## src/rtl/irq_pending_latch_if.sv

```systemverilog
// Request/mask/acknowledge bus between software-facing logic and the IRQ pending latch.
// Parameterless: channel count is fixed at 16 to match the priority encoder input width.
interface irq_pending_latch_if;
  logic [15:0] req;
  logic        mask_wr;
  logic [15:0] mask_in;
  logic        ack;
  logic [3:0]  ack_idx;
  logic        ack_all;
  logic        ovf_clr;
  logic [15:0] p;
  logic        En;
  logic [15:0] ovf;
  logic [15:0] mask;

  modport master (
    output req, mask_wr, mask_in, ack, ack_idx, ack_all, ovf_clr,
    input  p, En, ovf, mask
  );

  modport slave (
    input  req, mask_wr, mask_in, ack, ack_idx, ack_all, ovf_clr,
    output p, En, ovf, mask
  );
endinterface

```

## src/rtl/irq_pending_latch.sv

```systemverilog
// Sixteen-channel interrupt front end: rising-edge detect, pending latch, mask, sticky overflow.
// Define IRQ_PENDING_SYNC_EN to insert a 2-flop synchronizer on req ahead of edge detection.
module irq_pending_latch (
  input  logic              clk,
  input  logic              rst,
  irq_pending_latch_if.slave bus
);
  localparam int unsigned N = 16;

  logic [N-1:0] req_s;
  logic [N-1:0] req_d;
  logic [N-1:0] pending;
  logic [N-1:0] mask_q;
  logic [N-1:0] ovf_q;
  logic [N-1:0] rise;
  logic [N-1:0] clr;
  logic [N-1:0] ovf_set;

`ifdef IRQ_PENDING_SYNC_EN
  logic [N-1:0] sync1;
  logic [N-1:0] sync2;

  // Resets high so lines already asserted at release look like steady levels.
  always_ff @(posedge clk) begin
    if (rst) begin
      sync1 <= '1;
      sync2 <= '1;
    end else begin
      sync1 <= bus.req;
      sync2 <= sync1;
    end
  end

  assign req_s = sync2;
`else
  assign req_s = bus.req;
`endif

  assign rise = req_s & ~req_d;

  always_comb begin
    clr = '0;
    if (bus.ack) clr[bus.ack_idx] = 1'b1;
    if (bus.ack_all) clr = '1;
  end

  // A new event on a still-pending, uncleared channel is lost.
  assign ovf_set = rise & pending & ~clr;

  always_ff @(posedge clk) begin
    if (rst) begin
      req_d   <= '1;
      pending <= '0;
      mask_q  <= '1;
      ovf_q   <= '0;
    end else begin
      req_d   <= req_s;
      pending <= (pending & ~clr) | rise;
      if (bus.mask_wr) mask_q <= bus.mask_in;
      ovf_q   <= (bus.ovf_clr ? '0 : ovf_q) | ovf_set;
    end
  end

  // p/En stay combinational from registers so mask and ack take effect the same cycle.
  assign bus.p    = pending & ~mask_q;
  assign bus.En   = |bus.p;
  assign bus.ovf  = ovf_q;
  assign bus.mask = mask_q;
endmodule

```

## src/flat_wrapper.sv

```systemverilog
// flat-port wrapper written by rule: the top's interface ports become plain ports
module irq_pending_latch_flat 
  (clk, rst, bus_req, bus_mask_wr, bus_mask_in, bus_ack, bus_ack_idx, bus_ack_all, bus_ovf_clr, bus_p, bus_En, bus_ovf, bus_mask);
  irq_pending_latch_if bus_i ();
  input  logic clk;
  input  logic rst;
  input wire logic [$bits(bus_i.req)-1:0] bus_req;
  input wire logic [$bits(bus_i.mask_wr)-1:0] bus_mask_wr;
  input wire logic [$bits(bus_i.mask_in)-1:0] bus_mask_in;
  input wire logic [$bits(bus_i.ack)-1:0] bus_ack;
  input wire logic [$bits(bus_i.ack_idx)-1:0] bus_ack_idx;
  input wire logic [$bits(bus_i.ack_all)-1:0] bus_ack_all;
  input wire logic [$bits(bus_i.ovf_clr)-1:0] bus_ovf_clr;
  output wire logic [$bits(bus_i.p)-1:0] bus_p;
  output wire logic [$bits(bus_i.En)-1:0] bus_En;
  output wire logic [$bits(bus_i.ovf)-1:0] bus_ovf;
  output wire logic [$bits(bus_i.mask)-1:0] bus_mask;
  assign bus_i.req = bus_req;
  assign bus_i.mask_wr = bus_mask_wr;
  assign bus_i.mask_in = bus_mask_in;
  assign bus_i.ack = bus_ack;
  assign bus_i.ack_idx = bus_ack_idx;
  assign bus_i.ack_all = bus_ack_all;
  assign bus_i.ovf_clr = bus_ovf_clr;
  assign bus_p = bus_i.p;
  assign bus_En = bus_i.En;
  assign bus_ovf = bus_i.ovf;
  assign bus_mask = bus_i.mask;
  irq_pending_latch u_core (.clk(clk), .rst(rst), .bus(bus_i));
endmodule
```

## config.mk

```make
export PLATFORM = sky130hd
export DESIGN_NAME = irq_pending_latch_flat
export DESIGN_NICKNAME = d
export VERILOG_FILES = /design/src/rtl/irq_pending_latch_if.sv /design/src/rtl/irq_pending_latch.sv /design/src/flat_wrapper.sv
export SDC_FILE = /design/constraint.sdc
export NUM_CORES = 1
export LEC_CHECK = 0
export ABC_CLOCK_PERIOD_IN_PS = 3300
export BUFFER_PORTS_ARGS = -buffer_cell sky130_fd_sc_hd__buf_2
export CAP_MARGIN = 25
export CORE_MARGIN = 5
export CORE_UTILIZATION = 51
export CTS_CLUSTER_SIZE = 8
export DETAILED_ROUTE_END_ITERATION = 8
export PLACE_DENSITY = 0.82
export SLEW_MARGIN = 30
export SYNTH_ARGS = -nofsm -noshare
export SYNTH_HDL_FRONTEND = slang
export SYNTH_SLANG_ARGS = --single-unit
```

## constraint.sdc

```tcl
create_clock -name clk -period 3.3 [get_ports clk]
set_input_delay 0.825 -clock clk [delete_from_list [all_inputs] [get_ports clk]]
set_output_delay 0.825 -clock clk [all_outputs]
set_load 0.05 [all_outputs]
```

==> Yosys cells after proc, flatten, opt, wreduce, memory -nomap -nowiden <==
Cells that the tools add are included.
{ "totals": {"ff_bits": 64, "output_inout_bits": 49, "elab_cells": 23} }
{ "classes": {"mux": 5, "bitwise": 10, "n_lt_le_gt_ge": 2, "n_reduce_logical": 2} }
{ "op_table": {"columns": ["op", "count"], "rows": [
  ["AND 16 bit", 5],
  ["two-way mux 16 bit", 3],
  ["inverter 16 bit", 3],
  ["OR 16 bit", 2],
  ["OR reduction 16 bit", 1],
  ["less-than comparator 4 x 5 -> 1 bit, second input constant", 1],
  ["demux 1 bit (select 4 bit)", 1],
  ["greater-or-equal comparator 4 x 1 -> 1 bit, second input constant", 1],
  ["logical AND 1 bit", 1],
  ["two-way mux 1 bit", 1]
]} }

==> Depth between registers and ports, before layout <==
Gate-level depths: netlist of run 1.
{ "depth": {"word_depth": 9, "depth_mapped": 4} }

==> Worst setup path before layout of run 1 <==
OpenSTA, ideal clock, no wires.
{ "synth_timing": {"kind": "register -> output", "from": "reg u_core.mask_q[14] (netlist: u_core.bus.mask[14])", "to": "out bus_En", "setup_slack_ns": 0.589, "t_arrival_ns": 1.886, "t_required_ns": 2.475, "stages_incl_launch_ff": 4, "path_cell_list": "dfxtp_1 nor2b_1 nor4_1 nand4_1"} }
{ "synth_via": {"elab_chain_len": 3} }
{ "synth_rtl": {"columns": ["element", "line_no", "rtl"], "rows": [
  ["start, declared", "irq_pending_latch.sv:13", "logic [N-1:0] mask_q;"],
  ["start signal, assigned", "irq_pending_latch.sv:59", "if (bus.mask_wr) mask_q <= bus.mask_in;"],
  ["inverter 16 bit", "irq_pending_latch.sv:65", "assign bus.p = pending & ~mask_q;"],
  ["AND 16 bit", "irq_pending_latch.sv:65", null],
  ["net bus_p[14]", "flat_wrapper.sv:14", "output wire logic [$bits(bus_i.p)-1:0] bus_p;"],
  ["OR reduction 16 bit", "irq_pending_latch.sv:66", "assign bus.En = |bus.p;"],
  ["end, declared", "flat_wrapper.sv:15", "output wire logic [$bits(bus_i.En)-1:0] bus_En;"]
]} }
The timed path passes the listed nets, and every way through them passes these cells.

==> Worst setup path after layout of run 1 <==
{ "layout_timing": {"from": "reg u_core.pending[11]", "to": "out bus_En"} }
{ "layout_via": {"elab_chain_len": 2} }
{ "layout_rtl": {"columns": ["element", "line_no", "rtl"], "rows": [
  ["start, declared", "irq_pending_latch.sv:12", "logic [N-1:0] pending;"],
  ["start signal, assigned", "irq_pending_latch.sv:58", "pending <= (pending & ~clr) | rise;"],
  ["AND 16 bit", "irq_pending_latch.sv:65", null],
  ["OR reduction 16 bit", "irq_pending_latch.sv:66", null]
]} }
Every way passes these cells.

==> results of run 1 <==
## worst max path at each step
stage | end | cells after the start
after global routing | bus_En | 4
after CTS | bus_En | 4
final | bus_En | 4
after floorplan | bus_En | 3
after detailed placement | u_core.bus.ovf[8]$_SDFF_PP0_ | 5
after global placement | u_core.bus.ovf[0]$_SDFF_PP0_ | 4
## power by group
part	switching (mW)	internal, mW	total (mW)
clock	0.254	0.300	0.554
combinational	0.132	0.0670	0.199
sequential	0.0168	0.806	0.823
total	0.403	1.17	1.58
## logic make-up (layout without fill, tap and decap cells)
logic type	after synthesis	count (layout)	synth area share, %
simple gates	94	94	23.8
compound gates	64	64	19.2
flops	64	64	55.1
buf+inv	10	104	1.94
## area by class of cell
| type | instances | area, sq um |
|---|---|---|
| Timing Repair Buffer | 91 | 458 |
| Clock inverter | 1 | 5.00 |
| Fill cell | 381 | 1420 |
| Sequential cell | 64 | 1280 |
| Tap cell | 52 | 65.1 |
| Multi-Input combinational cell | 158 | 1000 |
| Clock buffer | 12 | 155 |
## flip-flops by register name, summed over array words and instances, names as in the netlist
| signal | count |
|---|---|
| u_core.bus.ovf | 16 |
| u_core.pending | 16 |
| u_core.req_d | 16 |
| u_core.bus.mask | 16 |
## worst min-delay path, delay by kind of cell, from the launching register on
kind	cells	cell delay (ns)
DFF	1	0.33
AOI/OAI and AO/OA	1	0.05
and+or+nand+nor	1	0.04
## metrics by stage
step	power, mW	cells
after floorplan	0.971	232
after global placement	1.03	365
after detailed placement	1.04	365
after CTS	1.59	378
after global routing	1.64	378
final	1.58	378
## layer usage
metal	up-vias	global-route usage, %	share of wire, %
met5	-	0	0
met4	0	9.79	1.9
met3	10	6.13	8.4
met2	79	29.9	46
met1	897	23.4	44
li1	996	-	-
## Yosys cell counts, types with 2 or more instances
master / n
a211o_1: 16
buf_2: 6
clkbuf_1: 4
dfxtp_1: 64
nand2_1: 17
nand2b_1: 18
nand3b_1: 2
nor2b_1: 32
nor4_1: 4
o211ai_1: 12
o21ai_0: 30
o311ai_0: 3
or2_2: 16
## layout by cell type (no fill, tap or decap), types with 2 or more instances in the layout
cell type,netlist,routed
a211o_1,16,16
nand2b_1,18,18
o21ai_0,30,30
clkbuf_8,0,11
nor2b_1,32,32
nor4_1,4,4
nand3b_1,2,2
nand2_1,17,17
dfxtp_1,64,64
buf_2,6,90
o311ai_0,3,3
or2_2,16,16
o211ai_1,12,12
==> run metrics, run 1 <==
run status completed; fmax 398 MHz; leakage 1.28 nW; total gr overflow 0; CTS Buffer Depth 2; DPL Wire Length around 4.4 mm; reg-to-reg slack, setup roughly 2.5 ns; Largest stage delay, worst path 0.50 ns; number of inserted diodes 0; Hold Crit Depth 2; Setup WS post-layout approximately 0.79 ns; die height 77.6 um; post-route antenna net violation count 0; initial antenna violation count 0; reg2reg end u_core.bus.ovf[8]$_SDFF_PP0_; number of DRC markers in iteration 0 78; Arrival @ worst endpoint around 1.7 ns; Post-synth EDFFs 0; worst flop-to-flop path startpoint u_core.pending[8]$_SDFF_PP0_; Critical Path Fanout Max 2; register area share after synthesis between 50% and 60%; routed length per instance 15.0 um; via/cell ratio 5.24; GPL Wtd Cong 0.753; Mapped Cells roughly 230; Worst-path clk slew 0.06 ns; Skew-Pair Late Insertion Delay 0.32 ns; #FFs+latches synth 64; Initial Util 53.1%; CTS resizes 0; worst path bufs/invs 1; Slowest-stage cell, CP nor4_1; YS warnings 0; CTS tree done; top_reg_cell synth dfxtp_1; die span in x between 70 and 80 um; Critical Path RT between 2 and 2.5 ns; H-tree levels 3; crit path cell chain nor2b_1, nor4_1, nand4_1, buf_2; final hold violation count 0; gr usage total a little under a fifth; fin nets approximately 370; std cell rows 24; Hold Crit Class flop to flop; Hold Path End u_core.bus.ovf[7]$_SDFF_PP0_; Net Count, Synth 274; core area 4380 sq um; Final Skew 0.00392 ns; Worst setup EP type primary output; measured slew at the worst slew-check pin 0.701 ns; Fin Hold WS 0.456 ns; CP top delay family simple AND/OR/NAND/NOR gates; leading post-synthesis cells by cell area dfxtp_1 55%, nor2b_1 8.6%, o21ai_0 6.5%; Mean Syn Cell Area between 10 and 15 sq um; Max Cap Violations 0; setup_tns 0 ns; Synth area leader dfxtp_1; Area Growth Syn to Fin 27.5%; # IOs a little over 90; count of different cell masters after synthesis 21; worst setup path start u_core.pending[11]$_SDFF_PP0_; RSZ-0062 raised after global routing false; Final Critical Period 2.51 ns; Total Wirelength 5.66 mm; port bufs 90; Num CTS Buffers 9; R2R depth 2; Root Buffer clkbuf_8; Final period util between 70% and 80%; Util after Layout 67.7%; CTS Sinks 64; Worst Path Class, Setup flop to primary output; hold wc startpoint u_core.bus.ovf[7]$_SDFF_PP0_; setup violators final 0; drt drc 0; share of Yosys cell area claimed by the top area cell type between 50% and 60%; ys async rst share 0%; first-pass GRT wire length around 9 mm; pwr/cell area 531 nW/um^2; vias in the first global route about 2,000; share of cells above drive strength 1 38.0%; Initial DRT Pass Iterations 4; postcts setup bufs 0; Peak VDD IR between 0.3 and 0.4 mV; slew margin rel. a little over half; hold-fix buffers at CTS 0; Placed Area 2810 sq um; via count 1,982; Mapped Area roughly 2300 sq um; pin count of the biggest net entering global routing 33; final instance area 2970 sq um; die area 6010 sq um; pre-CTS WS ~1.0 ns; startpoint types flop; Slew Viols, Final 0
Power figures use the tool's default switching activity.
==> inputs of run 2 (changes only) <==
ABC_AREA = 1   (was not set)
ABC_CLOCK_PERIOD_IN_PS = 2100   (was 3300)
CORE_UTILIZATION = 45   (was 51)
PLACE_DENSITY = 0.75   (was 0.82)
clock period = 2.1 ns   (was 3.3 ns; I/O delays follow)
==> run metrics, run 2 <==
final instance area 3330 sq um (+12%); RSZ-0062 raised after global routing false; Initial DRT Pass Iterations 5 (+1); Mapped Cells 360 (+55%); Arrival @ worst endpoint 1.43 ns (-0.26 ns); Tot Pwr 2.75 mW (+74%); top_reg_cell synth dfxtp_1; Post-synth EDFFs 0 (unchanged); Area Growth Syn to Fin 26.8%; gr usage total 18.5% (-0.56 points); count of different cell masters after synthesis 16 (-24%); die area 7470 sq um (+24%); ys async rst share 0% (unchanged); Hold Crit Depth 2 (unchanged); Total Wirelength 6.60 mm (+17%); setup_tns 0 ns (unchanged); Synth area leader dfxtp_1; Critical Path Fanout Max 2 (unchanged); drt drc 0 (unchanged); pwr/cell area 824 nW/um^2 (+55%); YS warnings 0 (unchanged); die height 86.4 um (+11%); Hold Crit Class primary input to flop; Mapped Area 2630 sq um (+13%); measured slew at the worst slew-check pin 0.573 ns (-0.127 ns); commonest non-fill, non-tap cell in the layout buf_2; Placed Area 3110 sq um (+11%); pin count of the biggest net entering global routing 58 (+76%); hold wc startpoint bus_req[12]; count leader, synth nand2_1; #FFs+latches synth 64 (unchanged); total gr overflow 0 (unchanged); leakage 1.73 nW (+35%); share of cells above drive strength 1 29.7% (-8.3 points); via count 2,499 (+26%); most instantiated cells after synthesis 66 x nand2_1, 64 x dfxtp_1, 64 x inv_1; Max Cap Violations 0 (unchanged); Worst setup EP type primary output; routed length per instance 12.5 um (-16%); GPL Wtd Cong 0.803 (+6.7%); DPL Wire Length 5.00 mm (+14%); Final period util just over 90%; reg2reg end u_core.bus.ovf[15]$_SDFF_PP0_; Peak VDD IR 0.510 mV (+56%); Net Count, Synth 402 (+47%); Final Critical Period 1.96 ns; CTS tree done; Placed Instances 510 (+40%); Worst-path clk slew 0.07 ns (about the same); register area share after synthesis 48.7% (-6.3 points); Critical Path RT 1.57 ns (-0.90 ns); final hold violation count 0 (unchanged); die span in x 86.4 um (+11%); core area 5610 sq um (+28%); Layout Cells excl Fill 526 (+39%); startpoint types flop; number of DRC markers in iteration 0 123 (+58%); fmax between 500 and 600 MHz; via/cell ratio 4.75 (-9.4%); commonest cells after routing, fill and taps aside 89 x buf_2, 66 x nand2_1, 64 x inv_1, 64 x dfxtp_1, 50 x nand3_1; Skew-Pair Late Insertion Delay 0.34 ns (+0.02 ns); reg-to-reg slack, setup 1.26 ns (-1.19 ns); std cell rows 27 (+13%); slew margin rel. 61.7% (+8.5 points); initial antenna violation count 0 (unchanged); R2R depth 5 (+3); Worst Path Class, Setup flop to primary output; Mean Syn Cell Area 7.30 sq um (-27%); worst flop-to-flop path startpoint u_core.req_d[15]$_SDFF_PP1_; number of inserted diodes 0 (unchanged); # IOs 91 (unchanged); CTS Sinks 64 (unchanged); Root Buffer clkbuf_8; vias in the first global route 2,361 (+18%); H-tree levels 3 (unchanged); port bufs 90 (unchanged); Final Skew 0.00357 ns (-0.000347 ns); Num CTS Buffers 9 (unchanged); Slew Viols, Final 0 (unchanged); CTS Buffer Depth 2 (unchanged); share of Yosys cell area claimed by the top area cell type 48.7% (-6.3 points); Hold Path End u_core.req_d[12]$_SDFF_PP1_; setup violators final 0 (unchanged); post-route antenna net violation count 0 (unchanged); Initial Util 46.9% (-6.2 points); leading post-synthesis cells by cell area dfxtp_1 49%, nand3_1 9.5%, nand2_1 9.4%; CTS resizes 0 (unchanged); run status completed; fin nets 491 (+34%); first-pass GRT wire length 10.8 mm (+17%); postcts setup bufs 0 (unchanged); hold-fix buffers at CTS 0 (unchanged)
-- run 2: cell count changes after synthesis, moves of 18 or more --
| cell | delta |
|---|---|
| inv_1 | +64 |
| nor2_1 | +21 |
| o21ai_0 | -20 |
| nand3_1 | +49 |
| nand2_1 | +49 |
| a21oi_1 | +40 |
| nor2b_1 | -32 |
| nand2b_1 | -18 |
-- run 2: area by class of cell --
cell class / count / area, sq um
fill: 530 / 2270
sequential: 64 / 1280
multi-input combinational: 218 / 1020
timing repair buffer: 92 / 480
inverter: 64 / 240
clock buffer: 14 / 183
tap: 72 / 90.1
clock inverter: 2 / 35.0
-- run 2: worst max-delay path by stage --
stage                                         start     end  slack [ns]  cells past startpoint
floorplan           u_core.bus.mask[1]$_SDFFE_PP1P_  bus_En        0.23                      7
global placement      u_core.pending[14]$_SDFF_PP0_  bus_En        0.49                      6
detailed placement    u_core.pending[15]$_SDFF_PP0_  bus_En        0.48                      6
CTS                   u_core.pending[15]$_SDFF_PP0_  bus_En        0.10                      6
global route           u_core.pending[2]$_SDFF_PP0_  bus_En        0.01                      6
finish                u_core.pending[14]$_SDFF_PP0_  bus_En        0.14                      6
-- run 2: cells by family after synthesis --
family	share of synthesized area [%]
compound gates	9.52
buf+inv	12.3
flops	48.7
simple gates	29.4
-- run 2: power by group --
part           total (mW)  internal (mW)  switching, mW  leakage, nW
sequential           1.29           1.26         0.0250        0.527
combinational       0.338          0.101          0.237         1.09
clock                1.12          0.677          0.444        0.113
total                2.75           2.04          0.705         1.73
-- run 2: routing by layer --
layer	part of all wire [%]	up-vias	GRT usage (%)
li1	-	1299	-
met1	40	1128	21.2
met2	50	66	31.4
met3	8.9	6	7.03
met4	1.2	0	6.37
met5	0	-	0
-- run 2: worst max-delay path, cell delays in order (launching register included) --
cell and delay (ns):
dfxtp_1 0.33, inv_1 0.05, or2_2 0.28, nand4_1 0.10, nor2_1 0.06, nand2_1 0.06, clkbuf_4 0.22
-- run 2: through the flow --
stage	utilization [%]	hold WS (ns)	setup slack, ns
2_1_floorplan	-	0.457	0.230
3_3_place_gp	55.5	0.453	0.492
3_5_place_dp	55.5	0.455	0.482
4_1_cts	59.4	0.369	0.103
5_1_grt	59.4	0.373	0.0127
6_report	59.4	0.384	0.143
